===== src/rtl/rom_load_arbiter.sv =====
// Arbitrates the single-port ROM RAM between the HPS download stream (via a 2-entry write FIFO)
// and the core read port, sequencing LOAD/FLUSH/HOLD and holding the core in reset until the image is complete.
module rom_load_arbiter #(
   parameter int ROM_BYTES   = 65536,
   parameter int HOLD_CYCLES = 255
) (
   input  logic        clk_sys,
   input  logic        RESET_N,
   input  logic        ioctl_download,
   input  logic        ioctl_wr,
   input  logic [24:0] ioctl_addr,
   input  logic [7:0]  ioctl_dout,
   input  logic        ext_reset,
   input  logic        rd_req,
   input  logic [15:0] rd_addr,
   output logic        rd_ack,
   output logic [15:0] mem_addr,
   output logic [7:0]  mem_din,
   output logic        mem_we,
   output logic        core_reset,
   output logic [16:0] dl_bytes,
   output logic        dl_err
);

   localparam int HW = (HOLD_CYCLES > 0) ? $clog2(HOLD_CYCLES + 1) : 1;
   localparam logic [HW-1:0] HOLD_INIT = HW'(HOLD_CYCLES);
   localparam logic [25:0]   ROM_LIMIT = 26'(ROM_BYTES);

   typedef enum logic [1:0] {RUN, LOAD, FLUSH, HOLD} state_t;

   state_t         state, state_nxt;
   logic [HW-1:0]  hold_cnt, hold_nxt;
   logic           dl_prev;
   logic           dl_rise;
   logic           clear;

   logic [23:0]    fifo_q [2];
   logic [1:0]     fifo_cnt, cnt_nxt;
   logic [23:0]    entry;
   logic           in_range;
   logic           push_req, push, pop, overflow, oor;

   logic           wr_grant;
   logic           rd_grant;
   logic           rd_pend;

   assign dl_rise  = ioctl_download & ~dl_prev;
   assign in_range = {1'b0, ioctl_addr} < ROM_LIMIT;
   assign entry    = {ioctl_addr[15:0], ioctl_dout};

   assign push_req = ioctl_wr && (state == LOAD) && in_range;
   assign oor      = ioctl_wr && (state == LOAD) && !in_range;
   assign overflow = push_req && (fifo_cnt == 2'd2);
   assign push     = push_req && (fifo_cnt != 2'd2);

   // The write port always wins; a read waits one idle cycle after each grant so acks never overlap.
   assign wr_grant = (fifo_cnt != 2'd0) && ((state == LOAD) || (state == FLUSH));
   assign pop      = wr_grant;
   assign rd_grant = rd_req && !rd_pend && !wr_grant;

   always_comb begin
      cnt_nxt = fifo_cnt;
      if (push && !pop) begin
         cnt_nxt = fifo_cnt + 2'd1;
      end else if (pop && !push) begin
         cnt_nxt = fifo_cnt - 2'd1;
      end
   end

   always_comb begin
      state_nxt = state;
      hold_nxt  = hold_cnt;
      clear     = 1'b0;
      case (state)
         RUN: begin
            if (dl_rise) begin
               state_nxt = LOAD;
               clear     = 1'b1;
            end
         end
         LOAD: begin
            if (!ioctl_download) state_nxt = FLUSH;
         end
         FLUSH: begin
            // Leave as the last entry drains so the hold window starts from the empty edge.
            if (dl_rise) begin
               state_nxt = LOAD;
            end else if (cnt_nxt == 2'd0) begin
               state_nxt = HOLD;
               hold_nxt  = HOLD_INIT;
            end
         end
         HOLD: begin
            if (dl_rise) begin
               state_nxt = LOAD;
               clear     = 1'b1;
            end else if (hold_cnt == '0) begin
               state_nxt = RUN;
            end else begin
               hold_nxt = hold_cnt - 1'b1;
            end
         end
         default: state_nxt = HOLD;
      endcase
   end

   always_ff @(posedge clk_sys or negedge RESET_N) begin
      if (!RESET_N) begin
         state      <= HOLD;
         hold_cnt   <= HOLD_INIT;
         dl_prev    <= 1'b0;
         core_reset <= 1'b1;
      end else begin
         state      <= state_nxt;
         hold_cnt   <= hold_nxt;
         dl_prev    <= ioctl_download;
         core_reset <= (state_nxt != RUN) | ext_reset;
      end
   end

   always_ff @(posedge clk_sys or negedge RESET_N) begin
      if (!RESET_N) begin
         fifo_cnt  <= 2'd0;
         fifo_q[0] <= '0;
         fifo_q[1] <= '0;
      end else if (clear) begin
         fifo_cnt <= 2'd0;
      end else begin
         fifo_cnt <= cnt_nxt;
         if (push && pop) begin
            fifo_q[0] <= entry;
         end else if (push) begin
            fifo_q[fifo_cnt[0]] <= entry;
         end else if (pop) begin
            fifo_q[0] <= fifo_q[1];
         end
      end
   end

   always_ff @(posedge clk_sys or negedge RESET_N) begin
      if (!RESET_N) begin
         mem_we   <= 1'b0;
         mem_addr <= '0;
         mem_din  <= '0;
         rd_pend  <= 1'b0;
         rd_ack   <= 1'b0;
      end else begin
         mem_we  <= 1'b0;
         rd_pend <= rd_grant;
         rd_ack  <= rd_pend;
         if (wr_grant) begin
            mem_we   <= 1'b1;
            mem_addr <= fifo_q[0][23:8];
            mem_din  <= fifo_q[0][7:0];
         end else if (rd_grant) begin
            mem_addr <= rd_addr;
         end
      end
   end

   always_ff @(posedge clk_sys or negedge RESET_N) begin
      if (!RESET_N) begin
         dl_bytes <= '0;
         dl_err   <= 1'b0;
      end else if (clear) begin
         dl_bytes <= '0;
         dl_err   <= 1'b0;
      end else begin
         if (wr_grant && !(&dl_bytes)) dl_bytes <= dl_bytes + 17'd1;
         if (oor || overflow) dl_err <= 1'b1;
      end
   end

endmodule


===== config.mk =====
export PLATFORM = sky130hd
export DESIGN_NAME = rom_load_arbiter
export DESIGN_NICKNAME = d
export VERILOG_FILES = /design/src/rtl/rom_load_arbiter.sv
export SDC_FILE = /design/constraint.sdc
export NUM_CORES = 1
export LEC_CHECK = 0
export ABC_CLOCK_PERIOD_IN_PS = 4500
export CAP_MARGIN = 15
export CORE_MARGIN = 2
export CORE_UTILIZATION = 56
export DETAILED_ROUTE_END_ITERATION = 7
export PLACE_DENSITY = 0.9
export SYNTH_ARGS = -nofsm -noshare
export SYNTH_HDL_FRONTEND = slang
export SYNTH_SLANG_ARGS = --single-unit

===== constraint.sdc =====
create_clock -name clk_sys -period 4.5 [get_ports clk_sys]
set_clock_uncertainty 0.05 [all_clocks]
set_input_delay 1.125 -clock clk_sys [delete_from_list [all_inputs] [get_ports clk_sys]]
set_output_delay 1.125 -clock clk_sys [all_outputs]
set_load 0.1 [all_outputs]

==> Implementation_results.wiki, run 1 <==
{| class="wikitable"
! Metric !! Value
|-
| Top cells by area, synth || sky130_fd_sc_hd__dfrtp_1, sky130_fd_sc_hd__mux2_2, sky130_fd_sc_hd__nand2_1, sky130_fd_sc_hd__dfstp_2, sky130_fd_sc_hd__mux2i_1
|-
| Flip-flop and latch area || 2690 µm²
|-
| DIE HEIGHT || 101 µm
|-
| CTS tree || done
|-
| Detailed-route wire length per cell || 17.0 µm
|-
| Residual overflow from global routing || 0
|-
| Diode insertion count for antenna repair || 0
|-
| Half-perimeter wire length of the detailed placement result || 8470 µm
|-
| Sequential-to-total area share from yosys stat || 51.2%
|-
| Number of library cell types mapped by synthesis || 51
|-
| Final hold violations || 0
|-
| Final-stage net count || 665
|-
| # Post-CTS Setup Buffers || 0
|-
| Max capacitance violation total || 0
|-
| Hold Path Depth || 0
|-
| Clock buffer count from CTS || 9
|-
| Number of hold-repair buffers added at the cts stage || 0
|-
| Maximum operating frequency || 0.280 GHz
|-
| Data required time of the critical path || 4760 ps
|-
| Setup slack after layout || 931 ps
|-
| Leakage || 3.05 nW
|-
| Period minus WS final || 3570 ps
|-
| # setup viols final || 0
|-
| Share of the synthesized area in the top cell type || 45.7%
|-
| Leading area contributor after synthesis || sky130_fd_sc_hd__dfrtp_1
|-
| Residual antenna-violating net count after detailed routing || 0
|-
| Worst Hold Class || flop to flop
|-
| Proportion of register bits with asynchronous set or reset after synthesis || 100%
|-
| Gates resized, CTS repair || 0
|-
| Post-CTS clock slew at the launch and capture registers of the worst setup and hold paths || 100 ps
|-
| Total clock sinks || 107
|-
| Count of filler cells inserted in the layout || 647
|-
| Library cell used as clock root buffer || sky130_fd_sc_hd__clkbuf_8
|-
| Final weighted congestion of routability-driven global placement || 0.819
|-
| Number of iterations in the first detailed-routing pass || 5
|-
| Kind of critical path || input port to flop
|-
| Transition time at the pin with the least slew margin || 995 ps
|-
| Number of vias per cell after detailed routing || 5.79
|-
| Flip-flop and latch count after synthesis || 107
|-
| Setup repair after global routing missed its margin || false
|-
| Starting density of the core || 57.4%
|-
| Synth Area per Inst || 10.4 µm²
|-
| Final setup TNS || 0 ps
|-
| Post-synthesis net count || 571
|-
| Number of DRC markers after the initial detailed-route iteration || 372
|-
| Commonest non-fill, non-tap cells in the layout || sky130_fd_sc_hd__nand2_1, sky130_fd_sc_hd__clkdlybuf4s50_1, sky130_fd_sc_hd__dfrtp_1
|-
| Leading cell type in the layout, fill and taps excluded || sky130_fd_sc_hd__nand2_1
|-
| Power Dens Cells || 550 nW/µm²
|-
| Final period util || 79.3%
|-
| Yosys warning total || 0
|-
| Core area || 9150 µm²
|-
| Total die area || 10200 µm²
|-
| Post-synth EDFFs || 0
|-
| Number of antenna violations at the first check in global routing || 0
|-
| CP Data Arrival Time || 3830 ps
|-
| I/O pins || 100
|-
| Routed WL || 12200 µm
|-
| Footprint of the multi-input gates || 2410 µm²
|-
| Overall fraction of global-route tracks in use || 25.2%
|-
| Largest net degree at the start of global routing || 46
|-
| Level count of the clock H-tree || 3
|-
| Wire length of the first global-routing pass || 20100 µm
|-
| Maximum fanout along the worst path || 11
|-
| Reg2Reg Depth || 7
|-
| Setup Slack @ Placement || 588 ps
|-
| Commonest register cell after synthesis || sky130_fd_sc_hd__dfrtp_1
|-
| Worst vdd rail ir drop || 0.311 mV
|-
| Crit path capture type || flop
|-
| Total of buffers placed on input and output ports || 99
|-
| Post-synthesis instance area || 5260 µm²
|-
| Final number of max-transition violations || 0
|-
| Total DRC errors in the routed layout || 0
|-
| Number of global-route vias before repair || 4141
|-
| Clock latency of the later-clocked register in the worst-skew pair || 380 ps
|-
| Number of vias after detailed routing || 4145
|-
| Kind of launch point of the worst setup path || input port
|-
| Area growth from synthesis to layout || 24.2%
|-
| Width of the die || 101 µm
|-
| Synthesized netlist cell count || 506
|-
| Layout cell share with drive strength beyond 1 || 15.7%
|-
| Maximum buffer depth of the clock tree || 2
|-
| Placement row count || 35
|-
| Outcome || finished, final reports clean
|-
| Worst max-slew margin expressed relative to the limit || 33.4%
|}
## layout make-up
type / instances / share of cell area, %
sequential: 107 / 41.2
multi-input combinational: 365 / 36.9
timing repair buffer: 107 / 16.1
tap: 111 / 2.13
clock buffer: 9 / 1.90
clock inverter: 7 / 1.19
inverter: 10 / 0.575
## kinds of logic after synthesis
group           Yosys count  synth area share, %
fa+ha+maj                10                 2.38
simple gates            219                 19.6
flops                   107                 51.2
xor+xnor                 15                 2.50
mux                      70                 15.2
buf+inv                  34                 3.12
compound gates           51                 6.00
## flip-flops by register name, indices dropped and copies added (netlist names)
name and cells:
mem_addr 16, dl_prev 1, rd_ack 1, mem_din 8, state 2, fifo_q 48
hold_cnt 8, mem_we 1, core_reset 1, dl_err 1, dl_bytes 17, fifo_cnt 2
rd_pend 1
## synthesized netlist by cell type (2+ instances only)
| cell | n |
|---|---|
| sky130_fd_sc_hd__clkbuf_1 | 16 |
| sky130_fd_sc_hd__or3b_2 | 2 |
| sky130_fd_sc_hd__dfrtp_1 | 96 |
| sky130_fd_sc_hd__or3_1 | 4 |
| sky130_fd_sc_hd__or2_2 | 2 |
| sky130_fd_sc_hd__a22o_1 | 2 |
| sky130_fd_sc_hd__xnor2_1 | 9 |
| sky130_fd_sc_hd__nor3_1 | 4 |
| sky130_fd_sc_hd__o22a_1 | 2 |
| sky130_fd_sc_hd__nor2b_1 | 4 |
| sky130_fd_sc_hd__nand2b_1 | 3 |
| sky130_fd_sc_hd__nand4_1 | 5 |
| sky130_fd_sc_hd__nand3_1 | 37 |
| sky130_fd_sc_hd__nor2_1 | 33 |
| sky130_fd_sc_hd__o21ai_0 | 25 |
| sky130_fd_sc_hd__mux2_4 | 10 |
| sky130_fd_sc_hd__ha_1 | 10 |
| sky130_fd_sc_hd__nor4_1 | 2 |
| sky130_fd_sc_hd__a211oi_1 | 5 |
| sky130_fd_sc_hd__nand2_1 | 102 |
| sky130_fd_sc_hd__mux2_2 | 40 |
| sky130_fd_sc_hd__xor2_1 | 6 |
| sky130_fd_sc_hd__inv_1 | 9 |
| sky130_fd_sc_hd__a31oi_1 | 2 |
| sky130_fd_sc_hd__nor3b_1 | 3 |
| sky130_fd_sc_hd__dfstp_2 | 11 |
| sky130_fd_sc_hd__nand3b_1 | 2 |
| sky130_fd_sc_hd__a21oi_1 | 6 |
| sky130_fd_sc_hd__buf_6 | 4 |
| sky130_fd_sc_hd__or4_1 | 5 |
| sky130_fd_sc_hd__o31ai_1 | 2 |
| sky130_fd_sc_hd__mux2i_1 | 20 |
| sky130_fd_sc_hd__buf_2 | 2 |
| sky130_fd_sc_hd__and3_1 | 4 |
## through the flow
stage / utilization, % / hold WS, ps / instances / cell area (µm²) / power (mW)
after floorplan: - / 296 / 506 / 5260 / 2.58
after global placement: 69.1 / 302 / 700 / 6330 / 2.94
after detailed placement: 69.1 / 325 / 700 / 6330 / 3.01
after CTS: 71.3 / 354 / 716 / 6530 / 3.59
after global routing: 71.3 / 392 / 716 / 6530 / 3.76
final: 71.3 / 345 / 716 / 6530 / 3.59
## report_power, final
group          internal [mW]  switching [mW]
Sequential              1.14           0.125
Combinational          0.491            1.25
Clock                  0.220           0.366
## worst max-delay path, cell delays in order
cell and delay, ps:
sky130_fd_sc_hd__clkdlybuf4s50_1 400, sky130_fd_sc_hd__or4_4 580, sky130_fd_sc_hd__nor4_1 630, sky130_fd_sc_hd__mux2_2 510
sky130_fd_sc_hd__or4_1 490, sky130_fd_sc_hd__nand3_1 100
## per-layer routing
layer	share of wire, %	track usage (%)	vias up
li1	-	-	1932
met1	41	33.3	2036
met2	51	42.6	159
met3	6.4	3.81	18
met4	1.7	8.75	0
met5	0	0	-
## path summary, 6_finish.rpt
check,slack (ps),to,startpoint
max in group asynchronous,2840,hold_cnt[2],RESET_N
setup / recovery,930,hold_cnt[4],ioctl_addr[17]
setup reg to reg,1370,hold_cnt[4],fifo_cnt[0]
hold reg to reg,340,rd_ack,rd_pend
min in group asynchronous,690,dl_bytes[14],RESET_N
hold / removal,340,rd_ack,rd_pend
Power figures use the tool's default switching activity.
==> run 2: changes to the inputs <==
- ABC_CLOCK_PERIOD_IN_PS: 4500 -> 3280
- CORE_UTILIZATION: 56 -> 47
- PLACE_DENSITY: 0.9 -> 0.81
- clock period: 4.5 -> 3.28 ns (I/O delays scaled with it)
==> run 2 against run 1 <==
Total power up 38%. Sequential share of layout area fell by 0.38 points. Final area grew 0.92%. Count of clock-buffer cells in the layout rose by 3. Core utilization decreased by 11 points. Die area increased by 18%.
==> Implementation_results.wiki, run 2 (synthesis results as in run 1) <==
{| class="wikitable"
! Metric !! Value
|-
| Maximum fanout along the worst path || 11 (unchanged)
|-
| Clock buffer count from CTS || 9 (unchanged)
|-
| Overall fraction of global-route tracks in use || 19.9% (was 25.2%)
|-
| Maximum buffer depth of the clock tree || 2 (unchanged)
|-
| Cell family contributing the most delay on the critical path || simple AND/OR/NAND/NOR gates (unchanged)
|-
| # Post-CTS Setup Buffers || 0 (unchanged)
|-
| Residual overflow from global routing || 0 (unchanged)
|-
| Count of filler cells inserted in the layout || 858 (was 647)
|-
| Final hold violations || 0 (unchanged)
|-
| Register with the highest flop count || fifo_q (unchanged)
|-
| Post-CTS clock slew at the launch and capture registers of the worst setup and hold paths || 100 ps (about the same)
|-
| Number of antenna violations at the first check in global routing || 1 (was 0)
|-
| Number of hold-repair buffers added at the cts stage || 0 (unchanged)
|-
| Final weighted congestion of routability-driven global placement || 0.814 (was 0.819)
|-
| Post-layout instance count excluding filler cells || 757 (was 716)
|-
| Slowest stage delay, CP || 550 ps (was 630 ps)
|-
| Final number of max-transition violations || 0 (unchanged)
|-
| Highest routed layer || met4 (unchanged)
|-
| Post-route cell area || 6590 µm² (was 6530 µm²)
|-
| Flip-flop count of the largest register, all copies and words added || 48 (unchanged)
|-
| Core area || 10900 µm² (was 9150 µm²)
|-
| Wire length of the first global-routing pass || 18600 µm (was 20100 µm)
|-
| Total clock sinks || 107 (unchanged)
|-
| Routed met1 length || 5150 µm (was 5040 µm)
|-
| Final-stage net count || 676 (was 665)
|-
| Largest net degree at the start of global routing || 53 (was 46)
|-
| Detailed-route wire length per cell || 15.2 µm (was 17.0 µm)
|-
| Worst max-slew margin expressed relative to the limit || 54.5% (was 33.4%)
|-
| Placement row count || 38 (was 35)
|-
| Largest regs || fifo_q (48), dl_bytes (17), mem_addr (16) (unchanged)
|-
| Kind of launch point of the worst setup path || input port (unchanged)
|-
| Area growth from synthesis to layout || 25.3% (was 24.2%)
|-
| Slowest-stage cell, CP || sky130_fd_sc_hd__or4_4 (was sky130_fd_sc_hd__nor4_1)
|-
| Critical path buffer and inverter count || 2 (was 1)
|-
| Detailed route wirelength on metal2 || 5670 µm (was 6160 µm)
|-
| Routed met3 length || 457 µm (was 778 µm)
|-
| Worst vdd rail ir drop || 0.616 mV (was 0.311 mV)
|-
| Total die area || 12000 µm² (was 10200 µm²)
|-
| Critical path, cell by cell || clkdlybuf4s50_1 > or4_4 > nor4_1 > buf_4 > mux2_2 > or4_1 > nand3_1 (was clkdlybuf4s50_1 > or4_4 > nor4_1 > mux2_2 > or4_1 > nand3_1)
|-
| I/O pins || 100 (unchanged)
|-
| Number of DRC markers after the initial detailed-route iteration || 300 (was 372)
|-
| Period minus WS final || 3110 ps
|-
| Maximum operating frequency || 0.321 GHz
|-
| CP Data Arrival Time || 3380 ps (was 3830 ps)
|-
| Worst Hold Class || flop to flop (unchanged)
|-
| Setup repair after global routing missed its margin || false (unchanged)
|-
| Library cell used as clock root buffer || sky130_fd_sc_hd__clkbuf_8 (unchanged)
|-
| Routed WL || 11500 µm (was 12200 µm)
|-
| Max capacitance violation total || 0 (unchanged)
|-
| Number of vias after detailed routing || 3987 (was 4145)
|-
| Clock latency of the later-clocked register in the worst-skew pair || 360 ps (was 380 ps)
|-
| Number of iterations in the first detailed-routing pass || 4 (was 5)
|-
| DIE HEIGHT || 110 µm (was 101 µm)
|-
| Kind of critical path || input port to flop (unchanged)
|-
| Total of buffers placed on input and output ports || 99 (unchanged)
|-
| Power Dens Cells || 750 nW/µm² (was 550 nW/µm²)
|-
| Width of the die || 110 µm (was 101 µm)
|-
| Cell Count Post-Placement || 740 (was 700)
|-
| Placed cell area || 6380 µm² (was 6330 µm²)
|-
| CTS tree || done (unchanged)
|-
| Commonest non-fill, non-tap cells in the layout || sky130_fd_sc_hd__nand2_1, sky130_fd_sc_hd__dfrtp_1, sky130_fd_sc_hd__buf_4 (was sky130_fd_sc_hd__nand2_1, sky130_fd_sc_hd__clkdlybuf4s50_1, sky130_fd_sc_hd__dfrtp_1)
|-
| Starting density of the core || 48.3% (was 57.4%)
|-
| Half-perimeter wire length of the detailed placement result || 8250 µm (was 8470 µm)
|-
| Crit path capture type || flop (unchanged)
|-
| Gates resized, CTS repair || 0 (unchanged)
|-
| Residual antenna-violating net count after detailed routing || 0 (unchanged)
|-
| Power after layout || 4.94 mW (was 3.59 mW)
|-
| Final period util || 94.9%
|-
| Number of vias per cell after detailed routing || 5.27 (was 5.79)
|-
| Total DRC errors in the routed layout || 0 (unchanged)
|-
| Number of global-route vias before repair || 3903 (was 4141)
|-
| # setup viols final || 0 (unchanged)
|-
| Level count of the clock H-tree || 3 (unchanged)
|-
| Leading cell type in the layout, fill and taps excluded || sky130_fd_sc_hd__nand2_1 (unchanged)
|-
| Data required time of the critical path || 3540 ps (was 4760 ps)
|-
| Layout cell share with drive strength beyond 1 || 24.5% (was 15.7%)
|-
| Leakage || 3.21 nW (was 3.05 nW)
|-
| Outcome || finished, final reports clean (unchanged)
|-
| Transition time at the pin with the least slew margin || 683 ps (was 995 ps)
|}
## run 2: cell types whose count changed in the layout (fill, tap and decap cells not counted)
cell	before	now
sky130_fd_sc_hd__clkdlybuf4s50_1	98	53
sky130_fd_sc_hd__diode_2	0	1
sky130_fd_sc_hd__buf_4	9	61
sky130_fd_sc_hd__clkinv_8	2	0
sky130_fd_sc_hd__clkbuf_8	9	12
sky130_fd_sc_hd__clkinvlp_4	1	0
sky130_fd_sc_hd__buf_12	0	4
## run 2: cell type report
class / count / area [µm²] / area share, %
Antenna cell: 1 / 2.50 / 0.0380
Clock buffer: 12 / 165 / 2.51
Clock inverter: 4 / 37.5 / 0.570
Inverter: 10 / 37.5 / 0.570
Multi-Input combinational cell: 365 / 2410 / 36.6
Sequential cell: 107 / 2690 / 40.9
Tap cell: 140 / 175 / 2.66
Timing Repair Buffer: 118 / 1070 / 16.2
## run 2: final timing paths
check | startpoint | end | slack [ps] | depth (start not counted)
setup / recovery | ioctl_addr[17] | hold_cnt[4] | 170 | 7
hold / removal | rd_pend | rd_ack | 330 | 0
setup reg to reg | fifo_cnt[0] | hold_cnt[4] | 360 | 8
hold reg to reg | rd_pend | rd_ack | 330 | 0
max in group asynchronous | RESET_N | hold_cnt[2] | 1960 | 2
min in group asynchronous | RESET_N | dl_bytes[14] | 440 | 1
## run 2: worst register-to-register path, cell delays in order (launching register included)
cell	delay, ps
sky130_fd_sc_hd__dfrtp_1	500
sky130_fd_sc_hd__inv_1	120
sky130_fd_sc_hd__ha_1	220
sky130_fd_sc_hd__or4_1	470
sky130_fd_sc_hd__nor4_1	310
sky130_fd_sc_hd__buf_4	190
sky130_fd_sc_hd__mux2_2	410
sky130_fd_sc_hd__or4_1	500
sky130_fd_sc_hd__nand3_1	100
## run 2: stage by stage
stage / hold WS (ps) / TNS, ps / setup slack, ps / utilization (%)
after floorplan: 296 / 0 / 88.0 / -
after global placement: 308 / -2680 / -121 / 58.6
after detailed placement: 307 / -4490 / -176 / 58.6
after CTS: 331 / 0 / 223 / 60.5
after global routing: 347 / 0 / 96.5 / 60.5
final: 330 / 0 / 166 / 60.5
## run 2: per-layer routing
layer	global-route usage, %	vias up
met4	6.42	0
li1	-	1956
met3	3.73	13
met5	0	-
met1	26.9	1930
met2	32.4	88
## run 2: report_power, final
group	internal, mW	leakage (nW)	switching (mW)
registers	1.57	1.42	0.164
clock network	0.353	0.106	0.456
logic	0.702	1.68	1.70
total	2.62	3.21	2.32
